[src/rtl/des_dma_pkg.sv]
// rtl/des_dma_pkg.sv - shared types and constants for the DES output DMA
// Purpose: FSM state encoding and the byte strides used by the address counter.
// Ports: none (package).
package des_dma_pkg;

  typedef enum logic [2:0] {
    IDLE   = 3'd0,
    LOAD   = 3'd1,
    WR_LO  = 3'd2,
    WR_HI  = 3'd3,
    FINISH = 3'd4
  } dma_state_t;

  localparam int WORD_BYTES  = 4;
  localparam int BLOCK_BYTES = 8;

endpackage

[src/rtl/sync_fifo.sv]
// rtl/sync_fifo.sv - single-clock block FIFO with registered read data
// Purpose: buffers encrypted blocks between the upstream stream and the writer.
// Ports:
//   clk, reset_n     clock, asynchronous active-low reset
//   push, din        write request and data (ignored while full)
//   pop              read request (ignored while empty); dout updates on the next edge
//   dout             registered read data, stable between pops
//   full, empty      occupancy flags, evaluated before this cycle's push/pop
module sync_fifo #(
  parameter int WIDTH = 64,
  parameter int DEPTH = 4
) (
  input  logic             clk,
  input  logic             reset_n,
  input  logic             push,
  input  logic             pop,
  input  logic [WIDTH-1:0] din,
  output logic [WIDTH-1:0] dout,
  output logic             full,
  output logic             empty
);

  localparam int AW = $clog2(DEPTH);

  logic [WIDTH-1:0] mem [DEPTH];
  logic [AW-1:0]    wr_ptr;
  logic [AW-1:0]    rd_ptr;
  logic [AW:0]      count;
  logic             do_push;
  logic             do_pop;

  assign full    = (count == (AW+1)'(DEPTH));
  assign empty   = (count == '0);
  assign do_push = push && !full;
  assign do_pop  = pop && !empty;

  // Storage carries no reset; only pointers and count define the contents.
  always_ff @(posedge clk) begin
    if (do_push) mem[wr_ptr] <= din;
  end

  always_ff @(posedge clk or negedge reset_n) begin
    if (!reset_n) begin
      wr_ptr <= '0;
      rd_ptr <= '0;
      count  <= '0;
      dout   <= '0;
    end else begin
      if (do_push) wr_ptr <= wr_ptr + 1'b1;
      if (do_pop) begin
        rd_ptr <= rd_ptr + 1'b1;
        dout   <= mem[rd_ptr];
      end
      case ({do_push, do_pop})
        2'b10:   count <= count + 1'b1;
        2'b01:   count <= count - 1'b1;
        default: count <= count;
      endcase
    end
  end

endmodule

[src/rtl/des_output_dma.sv]
// rtl/des_output_dma.sv - writes 64-bit encrypted blocks to memory as two 32-bit Avalon beats
// Purpose: software latches base_addr/num_blocks with a start pulse; the block stream is
//   buffered, then each block is written low word first at consecutive word addresses.
// Ports:
//   clk, reset_n                         clock, asynchronous active-low reset
//   start, base_addr, num_blocks         transfer request, sampled only in IDLE
//   blk_data, blk_valid, blk_ready       encrypted block stream
//   master_address/writedata/write       Avalon-MM write master
//   master_waitrequest                   Avalon slave stall
//   busy, done, blocks_written           status for the CSR block
module des_output_dma
  import des_dma_pkg::*;
#(
  parameter int MASTER_ADDRESSWIDTH = 26,
  parameter int DATAWIDTH           = 32,
  parameter int BLOCKWIDTH          = 64,
  parameter int LENWIDTH            = 14,
  parameter int FIFO_DEPTH          = 4
) (
  input  logic                           clk,
  input  logic                           reset_n,
  input  logic                           start,
  input  logic [MASTER_ADDRESSWIDTH-1:0] base_addr,
  input  logic [LENWIDTH-1:0]            num_blocks,
  input  logic [BLOCKWIDTH-1:0]          blk_data,
  input  logic                           blk_valid,
  output logic                           blk_ready,
  output logic [MASTER_ADDRESSWIDTH-1:0] master_address,
  output logic [DATAWIDTH-1:0]           master_writedata,
  output logic                           master_write,
  input  logic                           master_waitrequest,
  output logic                           busy,
  output logic                           done,
  output logic [LENWIDTH-1:0]            blocks_written
);

  dma_state_t                     state;
  dma_state_t                     state_next;
  logic [MASTER_ADDRESSWIDTH-1:0] cur_addr;
  logic [LENWIDTH-1:0]            num_lat;
  logic [LENWIDTH-1:0]            accepted;
  logic [BLOCKWIDTH-1:0]          hold;
  logic                           fifo_full;
  logic                           fifo_empty;
  logic                           push;
  logic                           pop;

  // The FIFO's registered read port doubles as the hold register: it only
  // changes on a pop, and pops happen only in LOAD.
  sync_fifo #(.WIDTH(BLOCKWIDTH), .DEPTH(FIFO_DEPTH)) u_fifo (
    .clk     (clk),
    .reset_n (reset_n),
    .push    (push),
    .pop     (pop),
    .din     (blk_data),
    .dout    (hold),
    .full    (fifo_full),
    .empty   (fifo_empty)
  );

  assign busy      = (state == LOAD) || (state == WR_LO) || (state == WR_HI);
  assign done      = (state == FINISH);
  // Separate accept counter keeps upstream from delivering more than num_blocks.
  assign blk_ready = busy && !fifo_full && (accepted < num_lat);
  assign push      = blk_valid && blk_ready;
  assign pop       = (state == LOAD) && !fifo_empty;

  // Avalon outputs decode from state and registers only, so they hold across stalls.
  assign master_write     = (state == WR_LO) || (state == WR_HI);
  assign master_address   = (state == WR_LO) ? cur_addr :
                            (state == WR_HI) ? cur_addr + MASTER_ADDRESSWIDTH'(WORD_BYTES) : '0;
  assign master_writedata = (state == WR_LO) ? hold[DATAWIDTH-1:0] :
                            (state == WR_HI) ? hold[BLOCKWIDTH-1:DATAWIDTH] : '0;

  always_ff @(posedge clk or negedge reset_n) begin
    if (!reset_n) state <= IDLE;
    else          state <= state_next;
  end

  always_comb begin
    state_next = state;
    case (state)
      IDLE:    if (start) state_next = (num_blocks == '0) ? FINISH : LOAD;
      LOAD:    if (!fifo_empty) state_next = WR_LO;
      WR_LO:   if (!master_waitrequest) state_next = WR_HI;
      WR_HI:   if (!master_waitrequest)
                 state_next = (blocks_written + 1'b1 == num_lat) ? FINISH : LOAD;
      FINISH:  state_next = IDLE;
      default: state_next = IDLE;
    endcase
  end

  always_ff @(posedge clk or negedge reset_n) begin
    if (!reset_n) begin
      cur_addr       <= '0;
      num_lat        <= '0;
      accepted       <= '0;
      blocks_written <= '0;
    end else begin
      if (state == IDLE && start) begin
        cur_addr       <= base_addr;
        num_lat        <= num_blocks;
        accepted       <= '0;
        blocks_written <= '0;
      end else begin
        if (push) accepted <= accepted + 1'b1;
        if (state == WR_HI && !master_waitrequest) begin
          cur_addr       <= cur_addr + MASTER_ADDRESSWIDTH'(BLOCK_BYTES);
          blocks_written <= blocks_written + 1'b1;
        end
      end
    end
  end

endmodule

[config.mk]
export PLATFORM = sky130hd
export DESIGN_NAME = des_output_dma
export DESIGN_NICKNAME = d
export VERILOG_FILES = /design/src/rtl/des_dma_pkg.sv /design/src/rtl/sync_fifo.sv /design/src/rtl/des_output_dma.sv
export SDC_FILE = /design/constraint.sdc
export NUM_CORES = 1
export LEC_CHECK = 0
export BUFFER_PORTS_ARGS = -buffer_cell sky130_fd_sc_hd__buf_2
export CORE_MARGIN = 10
export CORE_UTILIZATION = 59
export CTS_CLUSTER_DIAMETER = 80
export DETAILED_ROUTE_END_ITERATION = 10
export PLACE_DENSITY = 0.8
export SLEW_MARGIN = 40
export SYNTH_ARGS = -nofsm -noshare
export SYNTH_HDL_FRONTEND = slang
export SYNTH_HIERARCHICAL = 1
export SYNTH_SLANG_ARGS = --single-unit
[constraint.sdc]
create_clock -name clk -period 5.55 [get_ports clk]
set_input_delay 0.2775 -clock clk [delete_from_list [all_inputs] [get_ports clk]]
set_output_delay 0.2775 -clock clk [all_outputs]
set_load 0.05 [all_outputs]
==> flow_metrics.tcl, run 1 <==
set metrics [dict create \
    overflow 0 \
    worst-path-buf-inv 2 \
    syn_nets 1419 \
    io_pins 185 \
    slew_headroom_pct 49.1 \
    post-cts-setup-buffer-count 0 \
    drc 0 \
    syn_avg_cell_area_um2 13.4 \
    synthMuxAreaShare_pct 10.6 \
    cap_violations 0 \
    hold_class "input port to flip-flop" \
    synth-compound-area-share_pct 4.94 \
    cts-root-buf "clkbuf_16" \
    yosys_warnings 6 \
    required_ns 5.77 \
    cp_top_family "simple AND/OR/NAND/NOR gates" \
    min_to "num_lat[12]" \
    die_w_um 191 \
    port_buffers 184 \
    syn2layout_area_growth_pct 21.0 \
    fin_skew_ns 0.0170 \
    netlist_area_um2 17300 \
    hold_viol 0 \
    crit_path_cell_trace "inv_1 -> ha_1 -> a211o_1 -> a21oi_1 -> o21ai_1 -> a221oi_2 -> o21ai_2 -> nor2_1 -> nor2b_2 -> and2_4 -> buf_12" \
    grt_max_degree 88 \
    yosysTopAreaCell "edfxtp_1" \
    min_period_ns 3.82 \
    synth_top_area_share_pct 44.4 \
    synthCells 1287 \
    layout-drive-gt1-share_pct 22.3 \
    dpl.hpwl_um 26300 \
    critPathKind "flip-flop to flip-flop" \
    p_leak_nw 8.55 \
    gp_congestion 0.896 \
    sw_frac_of_total_pct 39.2 \
    wl_per_cell_um 21.9 \
    grt_pass1_vias 12100 \
    num_rows 62 \
    hold_path_startpoint "num_blocks[12]" \
    synth-seq-cells 398 \
    combPwrFrac_pct 37.5 \
    internal_power_mw 7.22 \
    filler_cell_count 1816 \
    drt_wl_total_um 43300 \
    synth_fa_ha_area_share_pct 1.71 \
    worstMarginPinSlew_ns 0.764 \
    setup_ws_ns 1.73 \
    start_kind "flip-flop" \
    cts_made_buffers 41 \
    synthFlopType "edfxtp_1" \
    cts_tree "built" \
    grt_use_total_pct 23.8 \
    whs_path_depth 3 \
    die_h_um 191 \
    core_area_um2 28900 \
    cts_htree_levels 2 \
    power_density_nw_per_um2 567 \
    drt_iter0_markers 1186 \
    slowest_stage "and2_4" \
    crit_fanout 35 \
    fin_nets 1690 \
    dpl_worst_slack_ns 1.74 \
    cts_num_sinks 398 \
    fin_crit_sh_pct 68.8 \
    vias 11700 \
    ant_nets 0 \
    pwr-share-seq_pct 38.8 \
    synth-seq-area-share_pct 65.0 \
    grt_pass1_wl_um 68600 \
    end_kind "flip-flop" \
    die-area_um2 36600 \
    report.final.slew_viol_count 0 \
    reg2reg_slack_ns 1.73 \
    clock_latency_ns 0.54 \
    vdd_drop_max_uv 422 \
    tns_ns 0 \
    power_frac_clock_pct 23.7 \
    yosys.cell_types.count 66 \
    synth_area_leaders "edfxtp_1 44%, dfrtp_1 21%, mux4_2 8.3%" \
    rsz0062_at_grt "false" \
    outcome "finished clean" \
    first_pass_iters 5 \
    ff2ff_path_depth 11 \
    p_total_mw 11.9 \
    r2r_end "u_fifo/mem[0][47]" \
    power_switching_mw 4.65 \
    synth-simple-area-share_pct 12.2 \
    synth-xor-area-share_pct 2.83 \
    path_clk_slew_ns 0.06 \
    synth_top_family_by_area "simple AND/OR/NAND/NOR gates" \
    max_freq_mhz 262 \
    crit_start "num_lat[3]" \
    cp_slowest_stage_delay_ns 0.56 \
    clockBufferDepth 3 \
    rr_startpoint "num_lat[3]" \
    start_util_pct 60.0 \
    crit_arrival_ns 4.04 \
    antenna_found_initial 6 \
    synth_edf_count 256 \
    final-setup-viol-count 0 \
    vias_per_cell 5.89 \
    synthArstFlopShare_pct 35.7 \
]
[worst register-to-register path, cell delays in order (launching register included)]
cell      delay (ns)
dfrtp_1         0.37
inv_1           0.07
ha_1            0.31
a211o_1         0.26
a21oi_1         0.10
o21ai_1         0.10
a221oi_2        0.43
o21ai_2         0.31
nor2_1          0.29
nor2b_2         0.38
and2_4          0.56
buf_12          0.32
[routing by layer]
metal	track usage, %	share of wire, %
met4	7.09	2.4
met3	4.41	8.4
met1	31.6	40
met2	39.6	49
met5	0	0
[metrics by stage]
stage	hold WS, ns	utilization (%)	instances	area [um^2]
floorplan	-0.0181	-	1287	17300
global placement	0.410	63.9	1800	18400
detailed placement	0.409	64.3	1805	18600
CTS	0.00383	72.4	1974	20900
global route	0.0239	72.5	1978	20900
finish	0.00464	72.6	1982	20900
[cells in the mapped netlist (7+ instances only)]
cell type	instances
o31ai_1	11
clkbuf_1	24
a21oi_1	25
or3_1	8
and2_1	10
ha_1	22
nor2_1	85
xnor2_1	29
mux2i_1	38
o211ai_1	8
edfxtp_1	256
nand4_1	16
nand2_1	278
xor2_1	27
and3_1	11
o21ai_0	54
a21o_1	7
buf_1	9
buf_2	19
inv_1	32
dfrtp_1	142
nor3_1	7
nand3_1	27
mux4_2	64
[sequential cells by signal (all words and copies together) (netlist names)]
name,cells
u_fifo/wr_ptr,2
blocks_written,14
u_fifo/rd_ptr,2
cur_addr,26
u_fifo/mem,256
state,3
num_lat,14
accepted,14
u_fifo/dout,64
u_fifo/count,3
[cells in the final DEF, fill, tap and decap left out, drive strengths merged, types with 4 or more instances in the layout]
master         n
nand2        279
edfxtp       256
buf          197
dfrtp        142
dlygate4sd3   93
nor2          85
mux4          64
o21ai         58
clkbuf        55
mux2i         38
inv           35
xnor2         29
xor2          27
nand3         27
a21oi         25
ha            22
nand4         17
clkinv        14
and3          13
o31ai         12
and2          10
or3            8
o211ai         8
diode          7
nor3           7
a21o           7
nor4           7
or4            6
o2111ai        4
bufinv         4
[layout make-up]
type	instances	area, um^2	share of cell area (%)
clock inverters	22	238	1.14
inverters	33	124	0.592
multi-input cells	793	5610	26.8
repair buffers	291	2050	9.80
clock buffers	54	1170	5.57
diodes	7	17.5	0.0836
flip-flops and latches	398	11200	53.7
well taps	384	480	2.29
[power by group through the flow]
stage | logic (mW) | registers (mW) | clock network (mW)
detailed placement | 4.26 | 4.68 | 0
floorplan | 3.40 | 4.42 | 0
global placement | 4.12 | 4.63 | 0
CTS | 4.37 | 4.65 | 2.85
global route | 4.81 | 4.69 | 2.97
finish | 4.45 | 4.61 | 2.82
[worst max-delay path by stage]
stage                         to  slack (ns)  depth (start not counted)
6_report       u_fifo/mem[0][47]        1.73                         11
3_5_place_dp   u_fifo/mem[1][47]        1.74                          9
3_3_place_gp   u_fifo/mem[1][47]        1.77                         10
5_1_grt         u_fifo/mem[0][9]        1.48                         11
4_1_cts        u_fifo/mem[0][51]        1.73                          9
2_1_floorplan   u_fifo/mem[0][0]        1.33                          9
[logic make-up (layout without fill, tap and decap cells)]
logic type	count (synthesis)	count (layout)
muxes	103	103
other	0	7
adders and majority gates	23	23
and+or+nand+nor	475	475
AOI/OAI and AO/OA	136	136
buffers and inverters	96	400
xor gates and xnor gates	56	56
DFF	398	398
[what timing repair did]
item,4_1_cts,5_1_grt
hold endpoints to repair,370,0
gates resized for setup,0,0
setup endpoints to repair,0,0
hold buffers,93,0
No activity file was read; power rests on OpenSTA's default activity.
==> inputs of run 2 (changes only) <==
==> constraint.sdc (replaced) <==
create_clock -name clk -period 3.9 [get_ports clk]
set_input_delay 0.195 -clock clk [delete_from_list [all_inputs] [get_ports clk]]
set_output_delay 0.195 -clock clk [all_outputs]
set_load 0.05 [all_outputs]
==> run 2 against run 1 <==
Net effect:
- die area unchanged
- count of clock-buffer cells in the layout grew 3
- final cell count increased by 0.76%
- largest cell class unchanged
- critical path depth rose by 5
- sequential cell count stayed put
- power up 41%
- non-clock buffer count increased by 20
- largest power group unchanged
- first-iteration DRC count grew 8.6%
- critical endpoint is now u_fifo/count[2]
- setup slack worse by 1.4 ns
- register-to-register slack worse by 1.4 ns
- design area increased by 0.78%
==> flow_metrics.tcl, run 2 (synthesized netlist as in run 1, its figures left out) <==
set metrics [dict create \
    crit_fanout 7 \
    cp_top_family "compound AO/OA/AOI/OAI gates" \
    internal_power_mw 10.2 \
    antenna_found_initial 2 \
    final-setup-viol-count 0 \
    io_pins 185 \
    hold_buffers 105 \
    clockBufferDepth 3 \
    grt_use_total_pct 23.7 \
    tns_ns 0 \
    outcome "finished clean" \
    final_cell_mix "277 x nand2_1, 256 x edfxtp_1, 183 x buf_2, 139 x dfrtp_1, 105 x dlygate4sd3_1" \
    cts_made_buffers 41 \
    power_switching_mw 6.55 \
    slowest_stage "a221oi_2" \
    drt_wl_total_um 42700 \
    cts_htree_levels 2 \
    layout-drive-gt1-share_pct 22.0 \
    report.final.slew_viol_count 0 \
    final_common_cell "nand2_1" \
    fin_skew_ns 0.0156 \
    cp_slowest_stage_delay_ns 0.42 \
    sw_frac_of_total_pct 39.1 \
    overflow 0 \
    hold_viol 0 \
    core_area_um2 28900 \
    syn2layout_area_growth_pct 22.0 \
    vias_per_cell 5.83 \
    drc 0 \
    rsz0062_at_grt "false" \
    required_ns 4.30 \
    fin_crit_sh_pct 91.0 \
    path_clk_slew_ns 0.06 \
    worstMarginPinSlew_ns 0.796 \
    post-cts-setup-buffer-count 0 \
    port_buffers 184 \
    slew_headroom_pct 46.9 \
    cts_num_sinks 398 \
    start_util_pct 60.0 \
    cpMostUsedCell "inv_1" \
    p_leak_nw 8.63 \
    gp_congestion 0.913 \
    max_freq_mhz 282 \
    dpl.hpwl_um 25800 \
    cts-root-buf "clkbuf_16" \
    vias 11600 \
    power_frac_clock_pct 22.7 \
    grt_max_degree 98 \
    die-area_um2 36600 \
    critPathKind "flip-flop to flip-flop" \
    wl_per_cell_um 21.4 \
    min_period_ns 3.55 \
    grt_pass1_vias 12300 \
    cts_tree "built" \
    worst-path-buf-inv 3 \
    grt_pass1_wl_um 68400 \
    num_rows 62 \
    start_kind "flip-flop" \
    crit_path_cell_trace "inv_1 -> ha_1 -> a211o_1 -> a21oi_1 -> o21ai_1 -> a221oi_2 -> o21ai_2 -> nor2_1 -> nor2b_2 -> inv_1 -> ha_1 -> inv_1 -> fa_1 -> xor2_1 -> nor2_1 -> xor2_1" \
    ctsResizeCount 0 \
    top_regs "u_fifo/mem (256), u_fifo/dout (64), cur_addr (26)" \
    die_h_um 191 \
    power_density_nw_per_um2 793 \
    fin_nets 1710 \
    end_kind "flip-flop" \
    final_util_pct 73.1 \
    vdd_drop_max_uv 524 \
    pwr-share-seq_pct 39.1 \
    largest_register_ff_count 256 \
    clock_latency_ns 0.53 \
    holdWs_ns 0.0435 \
    p_total_mw 16.7 \
    drt_iter0_markers 1288 \
    die_w_um 191 \
    ant_nets 0 \
    crit_arrival_ns 3.96 \
    cap_violations 0 \
    hold_class "input port to flip-flop" \
    regMostFlops "u_fifo/mem" \
    first_pass_iters 5 \
    combPwrFrac_pct 38.2 \
]
==> run 2: changes by cell type in the layout (fill, tap and decap cells not counted), sizes merged <==
cell         previous run  this run
inv                    35        36
bufinv                  4         2
clkinvlp                2         1
clkinv                 14        13
buf                   197       206
clkbuf                 55        57
diode                   7         2
dlygate4sd3            93       105
==> run 2: stage by stage <==
step	instance area, um^2	worst slack (ns)	cells
finish	21100	0.349	1997
global placement	18700	0.496	1811
global route	21100	0.0832	1996
detailed placement	18700	0.407	1813
CTS	21100	0.382	1994
floorplan	17300	0.371	1287
==> run 2: layer usage <==
| layer | GRT usage (%) | wire length [um] | vias up |
|---|---|---|---|
| li1 | - | - | 5279 |
| met5 | 0 | 0 | - |
| met1 | 31.1 | 17000 | 5785 |
| met2 | 39.9 | 21400 | 507 |
| met4 | 6.31 | 864 | 0 |
| met3 | 4.77 | 3420 | 68 |
==> run 2: power groups by stage <==
| stage | registers, mW | logic [mW] | clock network [mW] |
|---|---|---|---|
| final | 6.55 | 6.39 | 3.79 |
| after global routing | 6.68 | 6.91 | 4.04 |
| after CTS | 6.54 | 6.38 | 3.84 |
| after detailed placement | 6.60 | 6.21 | 0 |
| after global placement | 6.63 | 5.94 | 0 |
| after floorplan | 6.27 | 4.85 | 0 |
==> run 2: final timing paths <==
path | depth (start not counted) | slack [ns] | from | end
max | 16 | 0.35 | num_lat[3] | u_fifo/count[2]
min | 3 | 0.04 | base_addr[5] | cur_addr[5]
max reg2reg | 16 | 0.35 | num_lat[3] | u_fifo/count[2]
min reg2reg | 2 | 0.47 | u_fifo/dout[26] | u_fifo/dout[26]
max in group asynchronous | 3 | 3.12 | reset_n | u_fifo/rd_ptr[1]
min in group asynchronous | 2 | 0.10 | reset_n | accepted[3]
==> run 2: worst reg2reg max path, stage by stage (launching register included) <==
cell and delay, ns:
dfrtp_1 0.37, inv_1 0.07, ha_1 0.30, a211o_1 0.26, a21oi_1 0.12, o21ai_1 0.10, a221oi_2 0.42, o21ai_2 0.12
nor2_1 0.27, nor2b_2 0.42, inv_1 0.10, ha_1 0.24, inv_1 0.08, fa_1 0.17, xor2_1 0.16, nor2_1 0.09
xor2_1 0.15
==> run 2: final cells by class <==
cell class / count / area (um^2)
antenna: 2 / 5.00
clock buffer: 57 / 1160
clock inverter: 19 / 161
fill: 1776 / 7750
inverter: 33 / 124
multi-input combinational: 793 / 5610
sequential: 398 / 11200
tap: 384 / 480
timing repair buffer: 311 / 2320
==> inputs of run 3 (changes only) <==
--- a/config.mk
+++ b/config.mk
@@ -5,7 +5,7 @@
 export SDC_FILE = /design/constraint.sdc
 export NUM_CORES = 1
 export LEC_CHECK = 0
-export BUFFER_PORTS_ARGS = -buffer_cell sky130_fd_sc_hd__buf_2
+export BUFFER_PORTS_ARGS = -buffer_cell sky130_fd_sc_hd__buf_4
 export CORE_MARGIN = 10
 export CORE_UTILIZATION = 59
 export CTS_CLUSTER_DIAMETER = 80
==> constraint.sdc (replaced) <==
create_clock -name clk -period 3.9 [get_ports clk]
set_input_delay 0.195 -clock clk [delete_from_list [all_inputs] [get_ports clk]]
set_output_delay 0.195 -clock clk [all_outputs]
set_load 0.01 [all_outputs]
==> run 3 against run 2 <==
Net effect:
- clock power increased by 2%
- count of clock-buffer cells in the layout stayed put
- register-to-register slack gained 0.09 ns
- critical path type unchanged
- via count rose by 1.3%
- combinational power is 13% lower
- power shrank 4.7%
- hold slack worse by 0.015 ns
- final cell count increased by 0.30%
- sequential share of layout area shrank 1.2 points
==> flow_metrics.tcl, run 3 (synthesized netlist as in run 1, its figures left out) <==
set metrics [dict create \
    outcome "finished clean" \
    dpl_worst_slack_ns 0.495 \
    setup_ws_ns 0.439 \
    port_buffers 184 \
    cts_num_sinks 398 \
    overflow 0 \
    rsz0062_at_grt "false" \
    final_common_cell "nand2_1" \
    fin_crit_sh_pct 88.8 \
    slew_headroom_pct 41.5 \
    die-area_um2 36600 \
    num_rows 62 \
    core_area_um2 28900 \
    hold_path_startpoint "base_addr[4]" \
    syn2layout_area_growth_pct 24.8 \
    cts_tree "built" \
    fin_nets 1715 \
    grt_use_total_pct 23.8 \
    hold_class "input port to flip-flop" \
    gp_congestion 0.910 \
    die_w_um 191 \
    final-setup-viol-count 0 \
    drt_iter0_markers 1229 \
    start_kind "flip-flop" \
    grt_use_met2_pct 39.6 \
    first_pass_iters 5 \
    layout-drive-gt1-share_pct 22.0 \
    max_freq_mhz 289 \
    start_util_pct 60.0 \
    critPathKind "flip-flop to flip-flop" \
    drc 0 \
    vias 11800 \
    cts-root-buf "clkbuf_16" \
    clockBufferDepth 3 \
    path_clk_slew_ns 0.06 \
    worstMarginPinSlew_ns 0.878 \
    report.final.slew_viol_count 0 \
    regMostFlops "u_fifo/mem" \
    post-cts-setup-buffer-count 0 \
    largest_register_ff_count 256 \
    final_util_pct 74.8 \
    dpl.hpwl_um 26400 \
    fin_skew_ns 0.0162 \
    grt_max_degree 99 \
    crit_fanout 7 \
    use_met3_pct 5.07 \
    grt_pass1_wl_um 68600 \
    final_cell_mix "277 x nand2_1, 256 x edfxtp_1, 198 x buf_4, 139 x dfrtp_1, 105 x dlygate4sd3_1" \
    tns_ns 0 \
    ff2ff_path_depth 15 \
    p_total_mw 16.0 \
    required_ns 4.30 \
    vias_per_cell 5.88 \
    ant_nets 0 \
    p_leak_nw 8.76 \
    vdd_drop_max_uv 594 \
    min_to "cur_addr[4]" \
    wl_per_cell_um 21.8 \
    cts_htree_levels 2 \
    grt_pass1_vias 12100 \
    cts_made_buffers 41 \
    cap_violations 0 \
    clock_latency_ns 0.53 \
    power_density_nw_per_um2 739 \
    whs_path_depth 3 \
    die_h_um 191 \
    hold_viol 0 \
    crit_arrival_ns 3.86 \
    end_kind "flip-flop" \
    drt_wl_total_um 43600 \
    rr_startpoint "accepted[3]" \
    grtUsageMet1_pct 31.0 \
    io_pins 185 \
    antenna_found_initial 2 \
    grt-busiest-layer "met2" \
    min_period_ns 3.46 \
    top_regs "u_fifo/mem (256), u_fifo/dout (64), cur_addr (26)" \
    r2r_end "u_fifo/count[2]" \
    reg2reg_slack_ns 0.44 \
]
run 3: how the worst max path moves through the flow:
stage | endpoint | from | depth (start not counted) | slack [ns]
3_3_place_gp | u_fifo/count[2] | num_lat[3] | 16 | 0.54
6_report | u_fifo/count[2] | accepted[3] | 15 | 0.44
4_1_cts | u_fifo/count[2] | accepted[3] | 15 | 0.45
2_1_floorplan | u_fifo/mem[0][0] | num_lat[3] | 10 | 0.47
5_1_grt | u_fifo/count[2] | num_lat[3] | 16 | 0.15
3_5_place_dp | u_fifo/count[2] | accepted[3] | 15 | 0.50
run 3: final cells by class:
type	instances	area, um^2
flip-flops and latches	398	11200
clock buffers	57	1130
well taps	384	480
inverters	33	124
clock inverters	19	200
diodes	3	7.51
multi-input cells	793	5610
repair buffers	316	2800
fillers	1704	7260
run 3: repair_timing:
item | in CTS | in global routing
gates resized for setup | 0 | 0
endpoints found under the hold margin | 392 | 0
hold buffers | 105 | 0
run 3: report_power, final:
part / switching [mW] / internal [mW]
clock network: 1.61 / 2.24
logic: 3.07 / 2.48
registers: 0.827 / 5.72
total: 5.51 / 10.4
run 3: worst max-delay path: stages, from the launching register on:
cell and delay (ns):
dfrtp_1 0.43, ha_1 0.32, a211o_1 0.26, a21oi_1 0.11, o21ai_1 0.09, a221oi_2 0.41, o21ai_2 0.13, nor2_1 0.26
nor2b_2 0.42, inv_1 0.08, ha_1 0.23, inv_1 0.08, fa_1 0.17, xor2_1 0.14, nor2_1 0.06, xor2_1 0.14
run 3: layer usage:
metal,up-vias,part of all wire (%)
met5,-,0.030
met4,2,2.3
met3,81,8.5
met2,587,50
met1,5834,39
li1,5281,-
run 3: through the flow:
| stage | std cells | hold WS [ns] | cell area [um^2] |
|---|---|---|---|
| 6_report | 2003 | 0.0280 | 21600 |
| 5_1_grt | 2001 | 0.0135 | 21600 |
| 4_1_cts | 1998 | 0.0162 | 21500 |
| 3_5_place_dp | 1817 | 0.300 | 19200 |
| 3_3_place_gp | 1816 | 0.385 | 19100 |
| 2_1_floorplan | 1287 | -0.101 | 17300 |
